<file path="src/rtl/booth_seq_arbiter.sv">
`default_nettype none
// ============================================================================
//  Module   : booth_seq_arbiter
//  Purpose  : Two-requester round-robin front end feeding a sequential
//             radix-2 Booth signed multiplier (one step per cycle).
//  Revision : 1.0  initial release
// ============================================================================
module booth_seq_arbiter #(
   parameter int WIDTH = 4
) (
   input  logic               clk,
   input  logic               rst_n,
   input  logic               req0_valid,
   input  logic [WIDTH-1:0]   req0_m1,
   input  logic [WIDTH-1:0]   req0_m2,
   output logic               req0_ready,
   input  logic               req1_valid,
   input  logic [WIDTH-1:0]   req1_m1,
   input  logic [WIDTH-1:0]   req1_m2,
   output logic               req1_ready,
   output logic               res_valid,
   input  logic               res_ready,
   output logic [2*WIDTH-1:0] res,
   output logic               res_id,
   output logic               busy
);

   localparam int CW = $clog2(WIDTH + 1);

   typedef enum logic [1:0] {
      S_IDLE = 2'd0,
      S_ITER = 2'd1,
      S_DONE = 2'd2
   } state_t;

   state_t           r_state;
   state_t           w_next;
   logic             r_rr;
   logic             r_qn;
   logic             r_res_id;
   logic [WIDTH:0]   r_a;
   logic [WIDTH-1:0] r_q;
   logic [WIDTH-1:0] r_m;
   logic [CW-1:0]    r_cnt;

   logic             w_gnt0;
   logic             w_gnt1;
   logic             w_accept;
   logic             w_last;
   logic [WIDTH:0]   w_mext;
   logic [WIDTH:0]   w_sum;

   // rr names the requester that wins a tie
   assign w_gnt0     = req0_valid & (~req1_valid | ~r_rr);
   assign w_gnt1     = req1_valid & (~req0_valid |  r_rr);
   assign req0_ready = (r_state == S_IDLE) & w_gnt0;
   assign req1_ready = (r_state == S_IDLE) & w_gnt1;
   assign w_accept   = req0_ready | req1_ready;
   assign w_last     = (r_cnt == CW'(1));

   // A is one bit wider than M so that subtracting the most negative M cannot wrap
   assign w_mext = {r_m[WIDTH-1], r_m};

   always_comb begin
      w_sum = r_a;
      case ({r_q[0], r_qn})
         2'b01:   w_sum = r_a + w_mext;
         2'b10:   w_sum = r_a - w_mext;
         default: w_sum = r_a;
      endcase
   end

   always_comb begin
      w_next = r_state;
      case (r_state)
         S_IDLE:  if (w_accept)  w_next = S_ITER;
         S_ITER:  if (w_last)    w_next = S_DONE;
         S_DONE:  if (res_ready) w_next = S_IDLE;
         default: w_next = S_IDLE;
      endcase
   end

   always_ff @(posedge clk or negedge rst_n) begin
      if (!rst_n) r_state <= S_IDLE;
      else        r_state <= w_next;
   end

   always_ff @(posedge clk or negedge rst_n) begin
      if (!rst_n) begin
         r_rr     <= 1'b0;
         r_qn     <= 1'b0;
         r_res_id <= 1'b0;
         r_a      <= '0;
         r_q      <= '0;
         r_m      <= '0;
         r_cnt    <= '0;
      end else if (w_accept) begin
         r_rr     <= req0_ready;
         r_res_id <= req1_ready;
         r_m      <= req1_ready ? req1_m1 : req0_m1;
         r_q      <= req1_ready ? req1_m2 : req0_m2;
         r_a      <= '0;
         r_qn     <= 1'b0;
         r_cnt    <= CW'(WIDTH);
      end else if (r_state == S_ITER) begin
         // arithmetic right shift of {A,Q,Qn} after the Booth add/sub
         r_a   <= {w_sum[WIDTH], w_sum[WIDTH:1]};
         r_q   <= {w_sum[0], r_q[WIDTH-1:1]};
         r_qn  <= r_q[0];
         r_cnt <= r_cnt - CW'(1);
      end
   end

   assign res       = {r_a[WIDTH-1:0], r_q};
   assign res_id    = r_res_id;
   assign res_valid = (r_state == S_DONE);
   assign busy      = (r_state != S_IDLE);

endmodule
`default_nettype wire
</file>
<file path="config.mk">
export PLATFORM = sky130hd
export DESIGN_NAME = booth_seq_arbiter
export DESIGN_NICKNAME = d
export VERILOG_FILES = /design/src/rtl/booth_seq_arbiter.sv
export SDC_FILE = /design/constraint.sdc
export NUM_CORES = 1
export LEC_CHECK = 0
export CAP_MARGIN = 20
export CORE_MARGIN = 2
export CORE_UTILIZATION = 40
export DETAILED_ROUTE_END_ITERATION = 10
export PLACE_DENSITY_LB_ADDON = 0.25
export SYNTH_ARGS = -nofsm -noshare
export SYNTH_HDL_FRONTEND = slang
export SYNTH_SLANG_ARGS = --single-unit
</file>
<file path="constraint.sdc">
create_clock -name clk -period 4.2 [get_ports clk]
set_clock_uncertainty 0.1 [all_clocks]
set_input_delay 0.63 -clock clk [delete_from_list [all_inputs] [get_ports clk]]
set_output_delay 0.63 -clock clk [all_outputs]
set_load 0.05 [all_outputs]
</file>
==> impl_results.md <==
* Fin nets at roughly 200
* Total CTS buffers at 3
* Die height at around 60 µm
* Clock share of power at 0.060
* Clock slew at reported path FFs at ~0.11 ns
* Peak supply drop at about 0.00034 V
* Met3 WL post-DR at around 100 µm
* Diodes inserted at 0
* Syn nets at approximately 170
* Seq/Total Area, Yosys at 0.402
* Yosys warns at 0
* Ys async rst share at 1.00
* Crit path required time at between 3 and 4 ns
* Int Pwr at 0.737 mW
* Number of DRC markers in iteration 0 at 31
* Clock tree buffer depth at 2
* Gr usage total at 0.170
* PwrDens at just over 900 nW/µm²
* Status: complete, no violations
* Syn avg cell area at slightly above 9 µm²
* Core area at between 3000 and 4000 µm²
* Combinational share of power at 0.688
* Mapped Cells at between 100 and 150
* Register area at approximately 500 µm²
* Post-CTS setup buffers at 0
* DR vias at 1054
* Top cell type's share of synthesized area at 0.402
* Max-slew violation count at 0
* Most common cell in the synthesized netlist: dfrtp_1
* Mapped Area at 1240 µm²
* # rows at 20
* Multi-input logic area at 671 µm²
* RePlAce Congestion at 0.792
* Worst hold slack at between 0.4 and 0.5 ns
* Initial Util at 0.415
* Initial antenna violation count at 0
* Final HPWL from detailed placement at about 2000 µm
* Latest clock arrival within the worst-skew pair at around 0.29 ns
* Endpoint class of the critical path: output port
* Via density per instance at around 5.3
* Post_cts resized at 0
* Final Core Density at 0.536
* Leak Pwr at 0.732 nW
* Clk sinks at 20
* Crit path capture: req1_ready
* Share of cells above drive strength 1 at 0.0542
* Final setup TNS at 0 ns
* Io pins at 34
* Grt total ovfl at 0
* Synth Flop Type: dfrtp_1
* WS Path Type: in2out
* FMAX at approximately 320 MHz
* Max cap viols at 0
* CTS tree: done
* Tmin final at 3.14 ns
* Number of fill cells at between 300 and 400
* CP Launch Point: req1_valid
* Die area at around 3600 µm²
* EDFF count, synth at 0
* Setup Viol. Count Final at 0
* Crit share post-route at 0.746
* M1 WL at 1190 µm
* Hold crit path type: reg2reg
* Worst slew pin tran at ~0.94 ns
* Crit start category: primary input
* Global-route wire length before repair at ~4500 µm
* Place WS at ~1.1 ns
* Synth unique cells at 35
* Worst Reg-to-Reg Cells at 9
* Top cells by area, synth: dfrtp_1 40%, ha_1 8.0%, mux2i_1 4.8%
* Largest net degree at the start of global routing at 26
* Register bit total from synthesis at 20
* Met2 routed WL at about 1300 µm
* Area grow syn2layout at 29.3%
* Crit Path Max Fanout at 9
* Number of hold buffers added after cts at 0
* Sequential share of power at 0.252
* Final WS setup at ~1.1 ns
* Remaining DRCs at 0
* H-tree levels at 1
* Yosys top cell by area: dfrtp_1
* Critical Path AT at 2.41 ns
* Sw Ratio at 0.505
* DRT antenna net count at 0
* Port Buffers at 33
* Drt first pass iters at 4
* Tot Pwr at 1.49 mW
* Die width at 59.8 µm
* Detailed Route WL at 2660 µm
* R2R setup slack at roughly 1.6 ns
* Top sig layer: met4
* Sw power at between 0.7 and 0.8 mW
* Max_slew headroom at 0.373
* Vias in the first global route at approximately 1000
* RSZ-0062 raised after global routing: no
* Routed wire length per instance at about 13 µm
* R2r endpoint: r_a[3]$_DFFE_PN0P_
* Reg2reg start: r_qn$_DFFE_PN0P_
* Most common library cells after synthesis: 20 x dfrtp_1, 12 x inv_1, 12 x nand2_1
* CTS root buffer: clkbuf_4
* Hold Vio Cnt, Final at 0
state kept, by name (all words and copies together) (netlist names):
register and cells:
r_q 4, r_a 4, r_rr 1, r_m 4, r_qn 1, res_id 1, r_state 2, r_cnt 3
logic make-up (layout without fill, tap and decap cells):
logic type               Yosys count  in the layout  share of synthesized area
adder cells (fa/ha/maj)            9              9                     0.0965
XOR/XNOR                           5              5                     0.0352
multiplexers                       7              7                     0.0573
AND/OR/NAND/NOR                   43             43                      0.181
AO/OA/AOI/OAI                     34             34                      0.169
flip-flops                        20             20                      0.402
buffers and inverters             18             48                     0.0593
worst min-delay path by stage:
stage | endpoint | cells past startpoint | from | slack (ns)
finish | r_rr$_DFFE_PN0P_ | 1 | r_rr$_DFFE_PN0P_ | 0.42
global route | r_rr$_DFFE_PN0P_ | 1 | r_rr$_DFFE_PN0P_ | 0.46
CTS | r_rr$_DFFE_PN0P_ | 1 | r_rr$_DFFE_PN0P_ | 0.42
detailed placement | r_rr$_DFFE_PN0P_ | 1 | r_rr$_DFFE_PN0P_ | 0.40
global placement | r_qn$_DFFE_PN0P_ | 2 | r_qn$_DFFE_PN0P_ | 0.38
floorplan | r_a[0]$_DFFE_PN0P_ | 0 | rst_n | 0.23
final cells by class:
cell class / count / area share
well taps: 33 / 0.0256
repair buffers: 33 / 0.205
inverters: 12 / 0.0280
multi-input cells: 98 / 0.416
clock buffers: 3 / 0.0140
flip-flops and latches: 20 / 0.311
placed cells by master, fill, tap and decap left out, drive strengths merged, types with 2 or more instances in the layout:
master          n
clkbuf          3
dfrtp          20
nand2          12
o21ai          11
xor2            2
nor2b           2
nand2b          4
ha              8
mux2i           6
xnor2           3
a31oi           4
nor2           10
and2            3
a21oi          10
and3            2
nand3           8
inv            12
a211oi          2
clkdlybuf4s50  33
per-layer routing:
metal,global-route usage,up-vias
met2,0.269,23
li1,-,533
met1,0.213,490
met4,0.0984,0
met3,0.0346,8
met5,0,-
worst max-delay path, stage by stage:
cell and delay (ns):
clkdlybuf4s50_1 0.60, nand3_4 0.21, inv_1 0.15, clkdlybuf4s50_1 0.81
per-stage QoR:
| stage | cells | cell area (µm²) |
|---|---|---|
| detailed placement | 196 | 1590 |
| floorplan | 136 | 1240 |
| finish | 199 | 1610 |
| global route | 199 | 1610 |
| global placement | 196 | 1590 |
| CTS | 199 | 1610 |
power by group through the flow:
stage / Combinational [mW] / Clock (mW) / Sequential, mW
after global routing: 1.14 / 0.103 / 0.392
after detailed placement: 1.02 / 0 / 0.381
after global placement: 0.986 / 0 / 0.377
final: 1.02 / 0.0891 / 0.375
after CTS: 1.02 / 0.0942 / 0.377
after floorplan: 0.646 / 0 / 0.507
No activity file was read; power rests on OpenSTA's default activity.
